<file path="src/rtl/dma_address_count_bank_pkg.sv">
// dma_address_count_bank_pkg: mode-bit layout and channel-select decode shared by the DMA bank.
package dma_address_count_bank_pkg;
    localparam int MODE_AUTOINIT = 0;
    localparam int MODE_DECREMENT = 1;
    localparam int MODE_HOLD = 2;
    localparam int MODE_BITS = 3;
    localparam int MAX_CHANNELS = 8;
    function automatic logic [2:0] onehot_to_index(input logic [MAX_CHANNELS-1:0] onehot);
        logic [2:0] index;
        index = '0;
        for (int i = MAX_CHANNELS - 1; i >= 0; i--)
            if (onehot[i]) index = 3'(i);
        return index;
    endfunction
endpackage

</file>
<file path="src/rtl/dma_channel_registers.sv">
// dma_channel_registers: base/current address, base/current word count and page for one channel.
module dma_channel_registers
    import dma_address_count_bank_pkg::*;
#(
    parameter int ADDR_WIDTH = 16,
    parameter int COUNT_WIDTH = 16,
    parameter int PAGE_WIDTH = 8
) (
    input  logic                   clock,
    input  logic                   reset,
    input  logic                   master_clear_i,
    input  logic [7:0]             data_i,
    input  logic                   byte_pointer_i,
    input  logic                   write_address_i,
    input  logic                   write_count_i,
    input  logic                   write_page_i,
    input  logic                   step_i,
    input  logic                   reload_i,
    input  logic [MODE_BITS-1:0]   mode_i,
    output logic [ADDR_WIDTH-1:0]  current_address_o,
    output logic [ADDR_WIDTH-1:0]  next_address_o,
    output logic [COUNT_WIDTH-1:0] current_count_o,
    output logic [PAGE_WIDTH-1:0]  page_o,
    output logic                   terminal_o
);
    localparam logic [ADDR_WIDTH-1:0] ADDR_ONE = 1;
    localparam logic [COUNT_WIDTH-1:0] COUNT_ONE = 1;
    logic [ADDR_WIDTH-1:0] base_address_q, base_address_d, current_address_q, current_address_d, stepped_address;
    logic [COUNT_WIDTH-1:0] base_count_q, base_count_d, current_count_q, current_count_d;
    logic [PAGE_WIDTH-1:0] page_q, page_d;
    logic cpu_write, advance, autoinit;
    // A CPU write beats reload, which beats a step; autoinit replaces the stepped values at terminal count.
    always_comb begin
        cpu_write = write_address_i | write_count_i | write_page_i;
        advance = step_i & ~reload_i & ~cpu_write;
        terminal_o = advance & (current_count_q == '0);
        autoinit = terminal_o & mode_i[MODE_AUTOINIT];
        stepped_address = mode_i[MODE_HOLD] ? current_address_q :
                          mode_i[MODE_DECREMENT] ? current_address_q - ADDR_ONE : current_address_q + ADDR_ONE;
        base_address_d = !write_address_i ? base_address_q : byte_pointer_i ?
                         {data_i[ADDR_WIDTH-9:0], base_address_q[7:0]} : {base_address_q[ADDR_WIDTH-1:8], data_i};
        base_count_d = !write_count_i ? base_count_q : byte_pointer_i ?
                       {data_i[COUNT_WIDTH-9:0], base_count_q[7:0]} : {base_count_q[COUNT_WIDTH-1:8], data_i};
        current_address_d = write_address_i ? (byte_pointer_i ?
                            {data_i[ADDR_WIDTH-9:0], current_address_q[7:0]} : {current_address_q[ADDR_WIDTH-1:8], data_i}) :
                            cpu_write ? current_address_q :
                            (reload_i | autoinit) ? base_address_q :
                            advance ? stepped_address : current_address_q;
        current_count_d = write_count_i ? (byte_pointer_i ?
                          {data_i[COUNT_WIDTH-9:0], current_count_q[7:0]} : {current_count_q[COUNT_WIDTH-1:8], data_i}) :
                          cpu_write ? current_count_q :
                          (reload_i | autoinit) ? base_count_q :
                          advance ? current_count_q - COUNT_ONE : current_count_q;
        page_d = write_page_i ? data_i[PAGE_WIDTH-1:0] : page_q;
    end
    always_ff @(posedge clock or posedge reset) begin
        if (reset) begin
            base_address_q <= '0;
            current_address_q <= '0;
            base_count_q <= '0;
            current_count_q <= '0;
            page_q <= '0;
        end else begin
            base_address_q <= master_clear_i ? '0 : base_address_d;
            current_address_q <= master_clear_i ? '0 : current_address_d;
            base_count_q <= master_clear_i ? '0 : base_count_d;
            current_count_q <= master_clear_i ? '0 : current_count_d;
            page_q <= master_clear_i ? '0 : page_d;
        end
    end
    assign current_address_o = current_address_q;
    assign next_address_o = current_address_d;
    assign current_count_o = current_count_q;
    assign page_o = page_q;
endmodule

</file>
<file path="src/rtl/dma_address_count_bank.sv">
// dma_address_count_bank: per-channel DMA address/count registers with CPU byte access and
// a shared byte pointer, stepping the one-hot selected channel.
module dma_address_count_bank
    import dma_address_count_bank_pkg::*;
#(
    parameter int CHANNELS = 4,
    parameter int ADDR_WIDTH = 16,
    parameter int COUNT_WIDTH = 16,
    parameter int PAGE_WIDTH = 8
) (
    input  logic                             clock,
    input  logic                             reset,
    input  logic [7:0]                       data_in,
    output logic [7:0]                       data_out,
    input  logic [CHANNELS-1:0]              write_address,
    input  logic [CHANNELS-1:0]              write_count,
    input  logic [CHANNELS-1:0]              write_page,
    input  logic [CHANNELS-1:0]              read_address,
    input  logic [CHANNELS-1:0]              read_count,
    input  logic                             clear_byte_pointer,
    input  logic                             master_clear,
    input  logic [CHANNELS-1:0]              channel_select,
    input  logic                             step,
    input  logic                             reload,
    input  logic [CHANNELS-1:0]              mode_autoinit,
    input  logic [CHANNELS-1:0]              mode_decrement,
    input  logic [CHANNELS-1:0]              mode_hold,
    output logic [PAGE_WIDTH+ADDR_WIDTH-1:0] transfer_address,
    output logic                             high_address_update,
    output logic                             terminal_count,
    output logic                             byte_pointer
);
    logic [ADDR_WIDTH-1:0] current_address [CHANNELS];
    logic [ADDR_WIDTH-1:0] next_address [CHANNELS];
    logic [COUNT_WIDTH-1:0] current_count [CHANNELS];
    logic [PAGE_WIDTH-1:0] page [CHANNELS];
    logic [MODE_BITS-1:0] mode [CHANNELS];
    logic [CHANNELS-1:0] terminal;
    logic [2:0] sel_index;
    logic [ADDR_WIDTH-1:0] sel_address, sel_next_address;
    logic [PAGE_WIDTH-1:0] sel_page;
    logic [PAGE_WIDTH+ADDR_WIDTH-1:0] transfer_address_q;
    logic byte_pointer_q, byte_pointer_d, terminal_count_q;
    for (genvar c = 0; c < CHANNELS; c++) begin : g_channel
        dma_channel_registers #(
            .ADDR_WIDTH(ADDR_WIDTH),
            .COUNT_WIDTH(COUNT_WIDTH),
            .PAGE_WIDTH(PAGE_WIDTH)
        ) u_channel (
            .clock(clock),
            .reset(reset),
            .master_clear_i(master_clear),
            .data_i(data_in),
            .byte_pointer_i(byte_pointer_q),
            .write_address_i(write_address[c]),
            .write_count_i(write_count[c]),
            .write_page_i(write_page[c]),
            .step_i(step & channel_select[c]),
            .reload_i(reload & channel_select[c]),
            .mode_i(mode[c]),
            .current_address_o(current_address[c]),
            .next_address_o(next_address[c]),
            .current_count_o(current_count[c]),
            .page_o(page[c]),
            .terminal_o(terminal[c])
        );
    end
    // Read mux scans high to low so the lowest index wins, with address scanned last to beat count.
    always_comb begin
        data_out = '0;
        for (int i = 0; i < CHANNELS; i++) begin
            mode[i] = '0;
            mode[i][MODE_AUTOINIT] = mode_autoinit[i];
            mode[i][MODE_DECREMENT] = mode_decrement[i];
            mode[i][MODE_HOLD] = mode_hold[i];
        end
        for (int i = CHANNELS - 1; i >= 0; i--)
            if (read_count[i]) data_out = byte_pointer_q ? 8'(current_count[i] >> 8) : current_count[i][7:0];
        for (int i = CHANNELS - 1; i >= 0; i--)
            if (read_address[i]) data_out = byte_pointer_q ? 8'(current_address[i] >> 8) : current_address[i][7:0];
        sel_index = onehot_to_index(8'(channel_select));
        sel_address = '0;
        sel_next_address = '0;
        sel_page = '0;
        for (int i = 0; i < CHANNELS; i++)
            if ((|channel_select) && 3'(i) == sel_index) begin
                sel_address = current_address[i];
                sel_next_address = next_address[i];
                sel_page = page[i];
            end
        high_address_update = step & (|channel_select) & (sel_next_address[8] != transfer_address_q[8]);
        byte_pointer_d = clear_byte_pointer ? 1'b0 :
                         (|{write_address, write_count, read_address, read_count}) ? ~byte_pointer_q : byte_pointer_q;
    end
    always_ff @(posedge clock or posedge reset) begin
        if (reset) begin
            byte_pointer_q <= 1'b0;
            terminal_count_q <= 1'b0;
            transfer_address_q <= '0;
        end else if (master_clear) begin
            byte_pointer_q <= 1'b0;
            terminal_count_q <= 1'b0;
            transfer_address_q <= '0;
        end else begin
            byte_pointer_q <= byte_pointer_d;
            terminal_count_q <= |terminal;
            transfer_address_q <= {sel_page, sel_address};
        end
    end
    assign transfer_address = transfer_address_q;
    assign terminal_count = terminal_count_q;
    assign byte_pointer = byte_pointer_q;
endmodule

</file>
<file path="config.mk">
export PLATFORM = sky130hd
export DESIGN_NAME = dma_address_count_bank
export DESIGN_NICKNAME = d
export VERILOG_FILES = /design/src/rtl/dma_address_count_bank_pkg.sv /design/src/rtl/dma_channel_registers.sv /design/src/rtl/dma_address_count_bank.sv
export SDC_FILE = /design/constraint.sdc
export NUM_CORES = 1
export LEC_CHECK = 0
export CORE_AREA = 2 2 260 262
export DETAILED_ROUTE_END_ITERATION = 10
export DIE_AREA = 0 0 262 264
export GPL_TIMING_DRIVEN = 0
export HOLD_SLACK_MARGIN = 0.03
export PLACE_DENSITY_LB_ADDON = 0.05
export REMOVE_ABC_BUFFERS = 1
export SETUP_SLACK_MARGIN = 0.05
export SLEW_MARGIN = 20
export SYNTH_ARGS = -nofsm -noshare
export SYNTH_HDL_FRONTEND = slang
export SYNTH_SLANG_ARGS = --single-unit
</file>
<file path="constraint.sdc">
create_clock -name clock -period 11 [get_ports clock]
set_input_delay 1.65 -clock clock [delete_from_list [all_inputs] [get_ports clock]]
set_output_delay 1.65 -clock clock [all_outputs]
set_load 0.01 [all_outputs]
</file>
==> qor.csv <==
metric,value,unit
dieArea,69200,µm²
reg2reg_from,g_channel[0].u_channel.current_count_o[2],
cpMostUsedCell,nor3_1,
seqCellArea,7860,µm²
drt-initial-drc-count,1406,
vias,18815,
p_total,0.00357,W
clock_latency,0.58,ns
setup_violations,0,
area_growth,15.6,%
antenna_cells,0,
cp-start-kind,input port,
fmax,0.119,GHz
syn_inst,2475,
finClkSkew,0.0194,ns
fillers,6969,
hold_violations,0,
drive_gt1_share,8.13,%
status,"complete, no violations",
fp.dieH,264,µm
leakage,9.61,nW
endpoint_kind,output pin,
hp-start,g_channel[1].u_channel.base_count_q[7],
synth_ff_type,dfrtp_1,
clock_sinks,314,
reg2reg_slack,6.95,ns
crit_slowest_cell,nor3_1,
criticalPathCategory,in -> out,
avgRoutedWirePerCell,24.6,µm
ios,85,
path_cells,"clkdlybuf4s50_1, nor3_1, nand4_1, o21ai_2, nand2_1, a31oi_1, nor2b_1, a21oi_1, nor3_1, nor3_1, clkdlybuf4s50_1",
max_stage_delay,1.01,ns
r2r_end,g_channel[0].u_channel.current_address_o[15],
start_util,30.6,%
nNetsFinal,2555,
track_usage,23.7,%
timing.slew.headroom,20.7,%
top_layer,met5,
r2r_cells,9,
worstHoldEndpoint,g_channel[1].u_channel.base_count_q[7],
drv_cap,0,
avgSynthCellArea,8.23,µm²
path_max_fanout,10,
ys_ff_latch,314,
met3_length,4370,µm
vias_per_cell,5.62,
coreArea,66600,µm²
overflow,0,
worstPathArrival,6.75,ns
critPathBufInv,2,
io_buffers,84,
grt_pass1_vias,18566,
crit_family,simple AND/OR/NAND/NOR gates,
finalCriticalPeriod,8.40,ns
tns,0,ns
multi_input_area,11600,µm²
route.detailed.drc,0,
final_cell_mix,"378 x nand2_1, 313 x dfrtp_1, 286 x a21oi_1",
ant_nets,0,
cts_tree,done,
slew_violations,0,
gp_congestion,0.837,
clk_pin_slew,0.05,ns
worst_slew_pin_slew,1.19,ns
syn_area,20400,µm²
holdPathStages,2,
dp_hpwl,57600,µm
min_period_over_period,76.3,%
ys_types,81,
post_cts_resized,0,
grt_pass1_wl,123000,µm
worstHoldPathType,reg -> reg,
rsz0062_at_grt,false,
cts_root_buffer,clkbuf_16,
required,9.35,ns
die_w,262,µm
clk_path_buf_depth,3,
wl_met1,38400,µm
synth-edff-count,0,
antenna_found_initial,2,
dr.pass1.iters,7,
grt_max_degree,109,
cts_hold_buf,0,
yosysWarnings,0,
async_flop_share,100,%
post_cts_buffers,0,
wl,82300,µm
cellPowerDensity,151,nW/µm²
h-tree-depth,2,
final_common_cell,nand2_1,
ir_worst_vdd,0.0000835,V
synth-seq-area-share,38.6,%
cts_buffers,42,
num_rows,95,
dr_wl_met2,36600,µm
-- state kept, by name (all words and copies together), names as in the netlist --
| register | cells |
|---|---|
| terminal_count | 1 |
| g_channel.u_channel.page_o | 32 |
| g_channel.u_channel.base_address_q | 64 |
| g_channel.u_channel.current_address_o | 64 |
| g_channel.u_channel.current_count_o | 64 |
| g_channel.u_channel.base_count_q | 64 |
| byte_pointer | 1 |
| transfer_address | 24 |
-- synthesized netlist by cell type, types with 34 or more instances --
library cell  count  area share (%)
nand2_1         378             7.0
dfrtp_1         314              39
a21oi_1         286             7.0
nor2_1          263             4.8
clkbuf_1        140             2.6
o21ai_0         132             3.2
nand3_1          75             1.8
xnor2_1          71             3.1
mux2i_1          66             3.2
a221oi_1         64             2.8
ha_1             62             3.8
a211oi_1         48             1.8
nor3_1           42             1.0
inv_1            40            0.74
o22ai_1          40             1.2
buf_1            34            0.63
-- area by class of cell --
cell class	count	area share (%)
flip-flops and latches	314	33.4
clock buffers	59	5.12
inverters	40	0.669
well taps	873	4.64
clock inverters	18	0.935
repair buffers	115	5.91
multi-input cells	1926	49.3
-- worst max-delay path by stage --
stage          depth (start not counted)                                      endpoint           from
2_1_floorplan                          1                                  byte_pointer          reset
3_3_place_gp                           6  g_channel[2].u_channel.current_address_o[15]   master_clear
3_5_place_dp                          11                           high_address_update  write_page[3]
4_1_cts                               11                           high_address_update  write_page[3]
5_1_grt                               11                           high_address_update  write_page[0]
6_report                              11                           high_address_update  write_page[0]
-- where the power goes --
| group | internal (W) | leakage, nW | total [W] | switching [W] |
|---|---|---|---|---|
| Sequential | 0.00123 | 4.20 | 0.00134 | 0.000107 |
| Combinational | 0.000312 | 4.72 | 0.000793 | 0.000481 |
| Clock | 0.000860 | 0.696 | 0.00143 | 0.000574 |
| Total | 0.00241 | 9.61 | 0.00357 | 0.00116 |
-- layer usage --
layer  vias to the layer above  global-route usage (%)
li1                       8834                       -
met1                      9299                    33.8
met5                         -                    1.28
met2                       552                    36.3
met3                       128                    3.79
met4                         2                    8.05
-- cell families after synthesis --
family                     synth area share [%]
buffers and inverters                      4.65
adders and majority gates                  4.20
AOI/OAI and AO/OA                          24.1
muxes                                      4.90
DFF                                        38.6
and+or+nand+nor                            19.2
xor gates and xnor gates                   4.43
-- metrics by stage --
| stage | cell area (µm²) | hold slack [ns] | instances | setup WS (ns) | util [%] |
|---|---|---|---|---|---|
| 2_1_floorplan | 19600 | 0.481 | 2280 | 0.664 | - |
| 3_3_place_gp | 21500 | 0.502 | 3237 | -5.13 | 32.3 |
| 3_5_place_dp | 22100 | 0.511 | 3267 | 2.27 | 33.2 |
| 4_1_cts | 23500 | 0.519 | 3344 | 2.25 | 35.3 |
| 5_1_grt | 23500 | 0.531 | 3345 | 2.28 | 35.4 |
| 6_report | 23500 | 0.516 | 3345 | 2.60 | 35.4 |
-- tightest hold or removal path, delay by kind of cell (launching register included) --
kind,cells,cell delay (ns)
flops,1,0.37
simple gates,1,0.05
compound gates,1,0.05
No activity file was read; power rests on OpenSTA's default activity.
